**src/rtl/date_counter.sv**
```systemverilog
// BCD calendar date counter: advances one day per day_tick, accepts validated loads.
// Outputs update on the sampling edge; month_end/load_err are registered one-cycle pulses.
module date_counter #(
  parameter logic [15:0] RST_YEAR  = 16'h2000,
  parameter logic [7:0]  RST_MONTH = 8'h01,
  parameter logic [7:0]  RST_DAY   = 8'h01
) (
  input  logic       clk,
  input  logic       rst_n,
  input  logic       day_tick,
  input  logic       load,
  input  logic [3:0] year_set3,
  input  logic [3:0] year_set2,
  input  logic [3:0] year_set1,
  input  logic [3:0] year_set0,
  input  logic [3:0] month_set1,
  input  logic [3:0] month_set0,
  input  logic [3:0] day_set1,
  input  logic [3:0] day_set0,
  output logic [3:0] year3,
  output logic [3:0] year2,
  output logic [3:0] year1,
  output logic [3:0] year0,
  output logic [3:0] month1,
  output logic [3:0] month0,
  output logic [3:0] day1,
  output logic [3:0] day0,
  output logic       leap,
  output logic       month_end,
  output logic       load_err
);

  // Two BCD digits divisible by 4: even tens need units 0/4/8, odd tens need 2/6.
  function automatic logic f_div4(input logic [3:0] tens, input logic [3:0] units);
    if (tens[0]) return (units == 4'h2) || (units == 4'h6);
    else         return (units == 4'h0) || (units == 4'h4) || (units == 4'h8);
  endfunction

  // A year ending in 00 is leap only if its century digits are divisible by 4.
  function automatic logic f_is_leap(input logic [15:0] y);
    if (y[7:0] == 8'h00) return f_div4(y[15:12], y[11:8]);
    else                 return f_div4(y[7:4], y[3:0]);
  endfunction

  function automatic logic [7:0] f_month_len(input logic [7:0] m, input logic lp);
    case (m)
      8'h02:                     return lp ? 8'h29 : 8'h28;
      8'h04, 8'h06, 8'h09, 8'h11: return 8'h30;
      default:                   return 8'h31;
    endcase
  endfunction

  function automatic logic [7:0] f_bcd2_inc(input logic [7:0] v);
    if (v[3:0] == 4'h9) return {v[7:4] + 4'h1, 4'h0};
    else                return {v[7:4], v[3:0] + 4'h1};
  endfunction

  function automatic logic [15:0] f_year_inc(input logic [15:0] y);
    logic [15:0] r;
    logic        c;
    r = y;
    c = 1'b1;
    for (int i = 0; i < 4; i++) begin
      if (c) begin
        if (r[4*i +: 4] == 4'h9) begin
          r[4*i +: 4] = 4'h0;
        end else begin
          r[4*i +: 4] = r[4*i +: 4] + 4'h1;
          c = 1'b0;
        end
      end
    end
    return r;
  endfunction

  logic [15:0] r_year;
  logic [7:0]  r_month;
  logic [7:0]  r_day;
  logic        r_leap;
  logic        r_month_end;
  logic        r_load_err;

  logic [15:0] w_set_year;
  logic [7:0]  w_set_month;
  logic [7:0]  w_set_day;
  logic        w_digits_ok;
  logic        w_month_ok;
  logic        w_day_ok;
  logic        w_load_ok;
  logic        w_day_last;
  logic        w_month_last;
  logic [15:0] w_year_inc;

  assign w_set_year  = {year_set3, year_set2, year_set1, year_set0};
  assign w_set_month = {month_set1, month_set0};
  assign w_set_day   = {day_set1, day_set0};

  assign w_digits_ok = (year_set3 <= 4'h9) && (year_set2 <= 4'h9) && (year_set1 <= 4'h9) &&
                       (year_set0 <= 4'h9) && (month_set1 <= 4'h9) && (month_set0 <= 4'h9) &&
                       (day_set1 <= 4'h9) && (day_set0 <= 4'h9);
  assign w_month_ok  = (w_set_month >= 8'h01) && (w_set_month <= 8'h12);
  // Valid BCD compares correctly as plain binary, so the day bound needs no conversion.
  assign w_day_ok    = (w_set_day >= 8'h01) &&
                       (w_set_day <= f_month_len(w_set_month, f_is_leap(w_set_year)));
  assign w_load_ok   = w_digits_ok && w_month_ok && w_day_ok;

  assign w_day_last   = (r_day == f_month_len(r_month, r_leap));
  assign w_month_last = (r_month == 8'h12);
  assign w_year_inc   = f_year_inc(r_year);

  always_ff @(posedge clk or negedge rst_n) begin
    if (!rst_n) begin
      r_year      <= RST_YEAR;
      r_month     <= RST_MONTH;
      r_day       <= RST_DAY;
      r_leap      <= f_is_leap(RST_YEAR);
      r_month_end <= 1'b0;
      r_load_err  <= 1'b0;
    end else begin
      r_month_end <= 1'b0;
      r_load_err  <= 1'b0;
      if (load) begin
        if (w_load_ok) begin
          r_year  <= w_set_year;
          r_month <= w_set_month;
          r_day   <= w_set_day;
          r_leap  <= f_is_leap(w_set_year);
        end else begin
          r_load_err <= 1'b1;
        end
      end else if (day_tick) begin
        if (w_day_last) begin
          r_day       <= 8'h01;
          r_month_end <= 1'b1;
          if (w_month_last) begin
            r_month <= 8'h01;
            r_year  <= w_year_inc;
            r_leap  <= f_is_leap(w_year_inc);
          end else begin
            r_month <= f_bcd2_inc(r_month);
          end
        end else begin
          r_day <= f_bcd2_inc(r_day);
        end
      end
    end
  end

  assign {year3, year2, year1, year0} = r_year;
  assign {month1, month0}             = r_month;
  assign {day1, day0}                 = r_day;
  assign leap                         = r_leap;
  assign month_end                    = r_month_end;
  assign load_err                     = r_load_err;

endmodule
```
**config.mk**
```make
export PLATFORM = sky130hd
export DESIGN_NAME = date_counter
export DESIGN_NICKNAME = d
export VERILOG_FILES = /design/src/rtl/date_counter.sv
export SDC_FILE = /design/constraint.sdc
export NUM_CORES = 1
export LEC_CHECK = 0
export CORE_MARGIN = 2
export CORE_UTILIZATION = 40
export DETAILED_ROUTE_END_ITERATION = 16
export HOLD_SLACK_MARGIN = 0.03
export PLACE_DENSITY = 0.76
export SYNTH_ARGS = -nofsm -noshare
export SYNTH_HDL_FRONTEND = slang
export SYNTH_SLANG_ARGS = --single-unit
```
**constraint.sdc**
```tcl
create_clock -name clk -period 2.3 [get_ports clk]
set_input_delay 0.575 -clock clk [delete_from_list [all_inputs] [get_ports clk]]
set_output_delay 0.575 -clock clk [all_outputs]
set_load 0.05 [all_outputs]
```
==> run summary <==
The flow ran to the end, but the final reports show violations. The checks that failed: setup timing. For the worst setup slack after placement, the log shows -1806 ps.

The cell area that synthesis handed to floorplanning was 2889 um2. STA classifies the critical path endpoint as a register. The tools report the overall routing resource usage as 0.2677. For the number of clock sinks seen by CTS, the log shows 35.

Power spread over the standard cell area amounts to 549.9 nW/um2. Port buffer count: 70. The number of max-cap violations was 0; the post-synthesis share of cell area spent on and, or, nand and nor gates was 0.2737.

Counting every instance in the synthesized netlist gives 365. For the worst setup path, the data arrival time is 3570 ps. The classification of the worst setup path was in2reg.

The area inside the core boundary is 6907 um2. The dominant combinational cell family by area after synthesis was compound AO/OA/AOI/OAI gates. Among all flip-flop cells after synthesis, the most frequent one is dfrtp_1.

For the final database, setup skew stands at 14.23 ps. In this run the static leakage power is 2.143 nW. Subtracting the final worst setup slack from the clock period gives 3378 ps. Via density per instance: 5.884. The share of cells above drive strength 1 is 0.3884, and the number of distinct library cells after synthesis is 68.

The cell with the largest stage delay on the worst path was or4_4. Final critical-path share of the clock period: 1.469. Counting cells, the worst reg-to-reg path comes to 7. The TritonCTS buffer count was 5; the die height was 88.99 um. The final worst-path setup slack came out at -1078 ps. Setup repair after global routing could not meet its margin everywhere. Share of cell area taken by muxes after synthesis: 0.02858. The worst setup path is launched from a primary input.

The headroom to the max-slew limit is 0.6629, and the xor and xnor fraction of the mapped netlist area is 0.009095. For this design the top-level I/O count stands at 71. The Yosys warning count was 0. The worst-case IR drop observed on VDD is 0.0004634 V. The largest single stage delay on the critical path is 520 ps. For the number of placement rows, the log shows 30.

The fraction of the yosys area taken by sequential cells came out at 0.3049. At the worst endpoint, the required time is 2490 ps. The tools report the number of antenna diodes as 0. H-tree depth: 2. The effective utilization at floorplan is 0.4183, and the number of endpoints with negative hold slack in the final report is 0. The floorplan step defined a die boundary enclosing 7918 um2.

The adder-cell share of the synthesized area was 0.04764. Buffer type at the clock tree root: clkbuf_8. The number of antenna violations at the first check in global routing came out at 0. At the end of routability-driven placement, the weighted congestion stood at 1.014. The via count of the first global-routing pass was 3432. The largest buffer count on any clock path was 2; the post-synthesis to final-layout area growth was 70.07%. The maximum achievable frequency is 0.2960 GHz.

Register clock-pin slew on the reported worst setup and hold paths: 70 ps. The remaining design rule violation count is 0, and the count of buffering cells on the critical path with inverters included is 5. The transition time of the tightest slew-check pin was 504.1 ps.

TritonCTS built the clock tree. The wire length per cell is 17.35 um, and the biggest fanout along the worst timing path is 5. Summed over all instances, the cell type with the most area after synthesis is dfrtp_1. Measured along the x axis, the die boundary spans 88.99 um. In this run the number of cells on the critical path is 14.

Count of routing violations after the opening detailed-route iteration: 296. Entering global routing, the biggest net connects 36 pins. Detailed placement ended at an HPWL of 7.417 mm. Share of flip-flops with an asynchronous set or reset after synthesis: 1.000. The total wire length was 10.92 mm; the number of flops mapped to enable cells by yosys was 0. The number of nets with antenna violations after detailed routing was 0. The tools report the number of vias in the routed layout as 3701. After synthesis, the cell types taking the most area are dfrtp_1 27%, o21ai_0 7.1%, nand2_1 4.9%.

Along the worst hold path, the cell count comes to 2. The per-instance average area after synthesis was 7.915 um2. The net count of the finished layout is 581.

Sorting the synthesized cells by how often they occur yields 41 x o21ai_0, 38 x nand2_1, 31 x dfrtp_1. Final-layout worst hold slack: 548.7 ps. The tools report the clock latency on the worst-skew pair as 300 ps. Cell family with the largest share of critical-path delay: simple AND/OR/NAND/NOR gates. Setup violations remaining at the end of the flow were counted as 34. The most frequent cell after synthesis is o21ai_0. Global routing finished with a remaining overflow of 0.

Synthesis inferred 35 register bits. The run gives 0 as the final max-slew violation count. The worst min-delay path category is reg2reg. Post-synthesis compound-gate area fraction: 0.2780. The count of hold-fix buffers inserted at cts came out at 0. The top cell type's share of synthesized area is 0.2685, and the total nets after synthesis is 412. The run gives 16.59 mm as the wire length of the first global-routing pass. The critical path goes through clkdlybuf4s50_1 -> nor3_2 -> buf_4 -> and4b_1 -> inv_1 -> ha_1 -> o21a_1 -> o21ai_2 -> a21oi_2 -> or4_4 -> buf_6 -> buf_4 -> o21ai_2 -> o2bb2a_4. The first detailed-routing pass ran for 5 iterations.
cell families (layout without fill, tap and decap cells):
logic type / count (synthesis) / after routing
AO/OA/AOI/OAI: 122 / 122
XOR/XNOR: 3 / 3
adder cells (fa/ha/maj): 11 / 11
buffers and inverters: 40 / 208
flip-flops: 35 / 35
multiplexers: 8 / 8
AND/OR/NAND/NOR: 146 / 146
timing repair:
action / in CTS / in global routing
endpoints found under the setup margin: 34 / 35
resized for setup: 68 / 64
pin swaps: 28 / 25
buffers inserted: 6 / 6
sequential cells by signal, summed over array words and instances, names as in the netlist:
signal	count
r_day	8
r_month	8
r_year	16
load_err	1
leap	1
month_end	1
per-layer routing:
layer / vias up / GRT usage / share of wire
met5: - / 0 / 0
met2: 188 / 0.4206 / 0.49
li1: 1708 / - / -
met3: 34 / 0.03970 / 0.074
met1: 1771 / 0.3744 / 0.41
met4: 0 / 0.1004 / 0.028
where the power goes:
part	switching, mW	total (mW)	leakage, nW	internal [mW]
Combinational	0.839	1.49	1.67	0.656
Sequential	0.0821	0.784	0.437	0.702
Clock	0.222	0.424	0.0371	0.202
Total	1.14	2.70	2.14	1.56
placed cells by master (no fill, tap or decap), types with 7 or more instances in the layout:
cell type        synthesis  routed
nor3_1                  15      10
buf_6                    1      15
a21oi_1                 21      16
nand4_1                  7       7
o21ai_0                 41      24
inv_1                   21      19
nor2_1                  27      22
o21ai_2                  0      11
clkdlybuf4s50_1          0      50
ha_1                    11       9
nand2_1                 38      34
dfrtp_1                 31      31
buf_4                    1     105
through the flow:
step	cells	setup TNS, ps	instance area [um2]	total power [mW]	util
after detailed placement	611	-56490	4365	2.160	0.6321
after CTS	623	-33050	4637	2.602	0.6714
after global placement	611	-54520	4365	2.132	0.6321
after global routing	629	-35850	4913	2.843	0.7114
final	629	-32150	4913	2.702	0.7114
after floorplan	365	-34810	2914	1.536	-
worst min-delay path: stages (launching register included):
cell	delay, ps
dfstp_2	390
inv_1	80
a21oi_1	70
cell type report:
class | count | area [um2]
well taps | 96 | 120.1
inverters | 21 | 78.83
repair buffers | 181 | 1579
fillers | 503 | 1993
flip-flops and latches | 35 | 880.8
clock buffers | 6 | 72.57
multi-input cells | 290 | 2182
path summary, 6_finish.rpt:
kind,from,end,slack [ps]
hold reg to reg,r_year[13],r_year[13],550
hold / removal,r_year[13],r_year[13],550
setup / recovery,month_set1[3],r_day[5],-1080
max in group asynchronous,rst_n,leap,1240
min in group asynchronous,rst_n,r_day[6],700
setup reg to reg,r_year[2],leap,-360
Power figures use the tool's default switching activity.
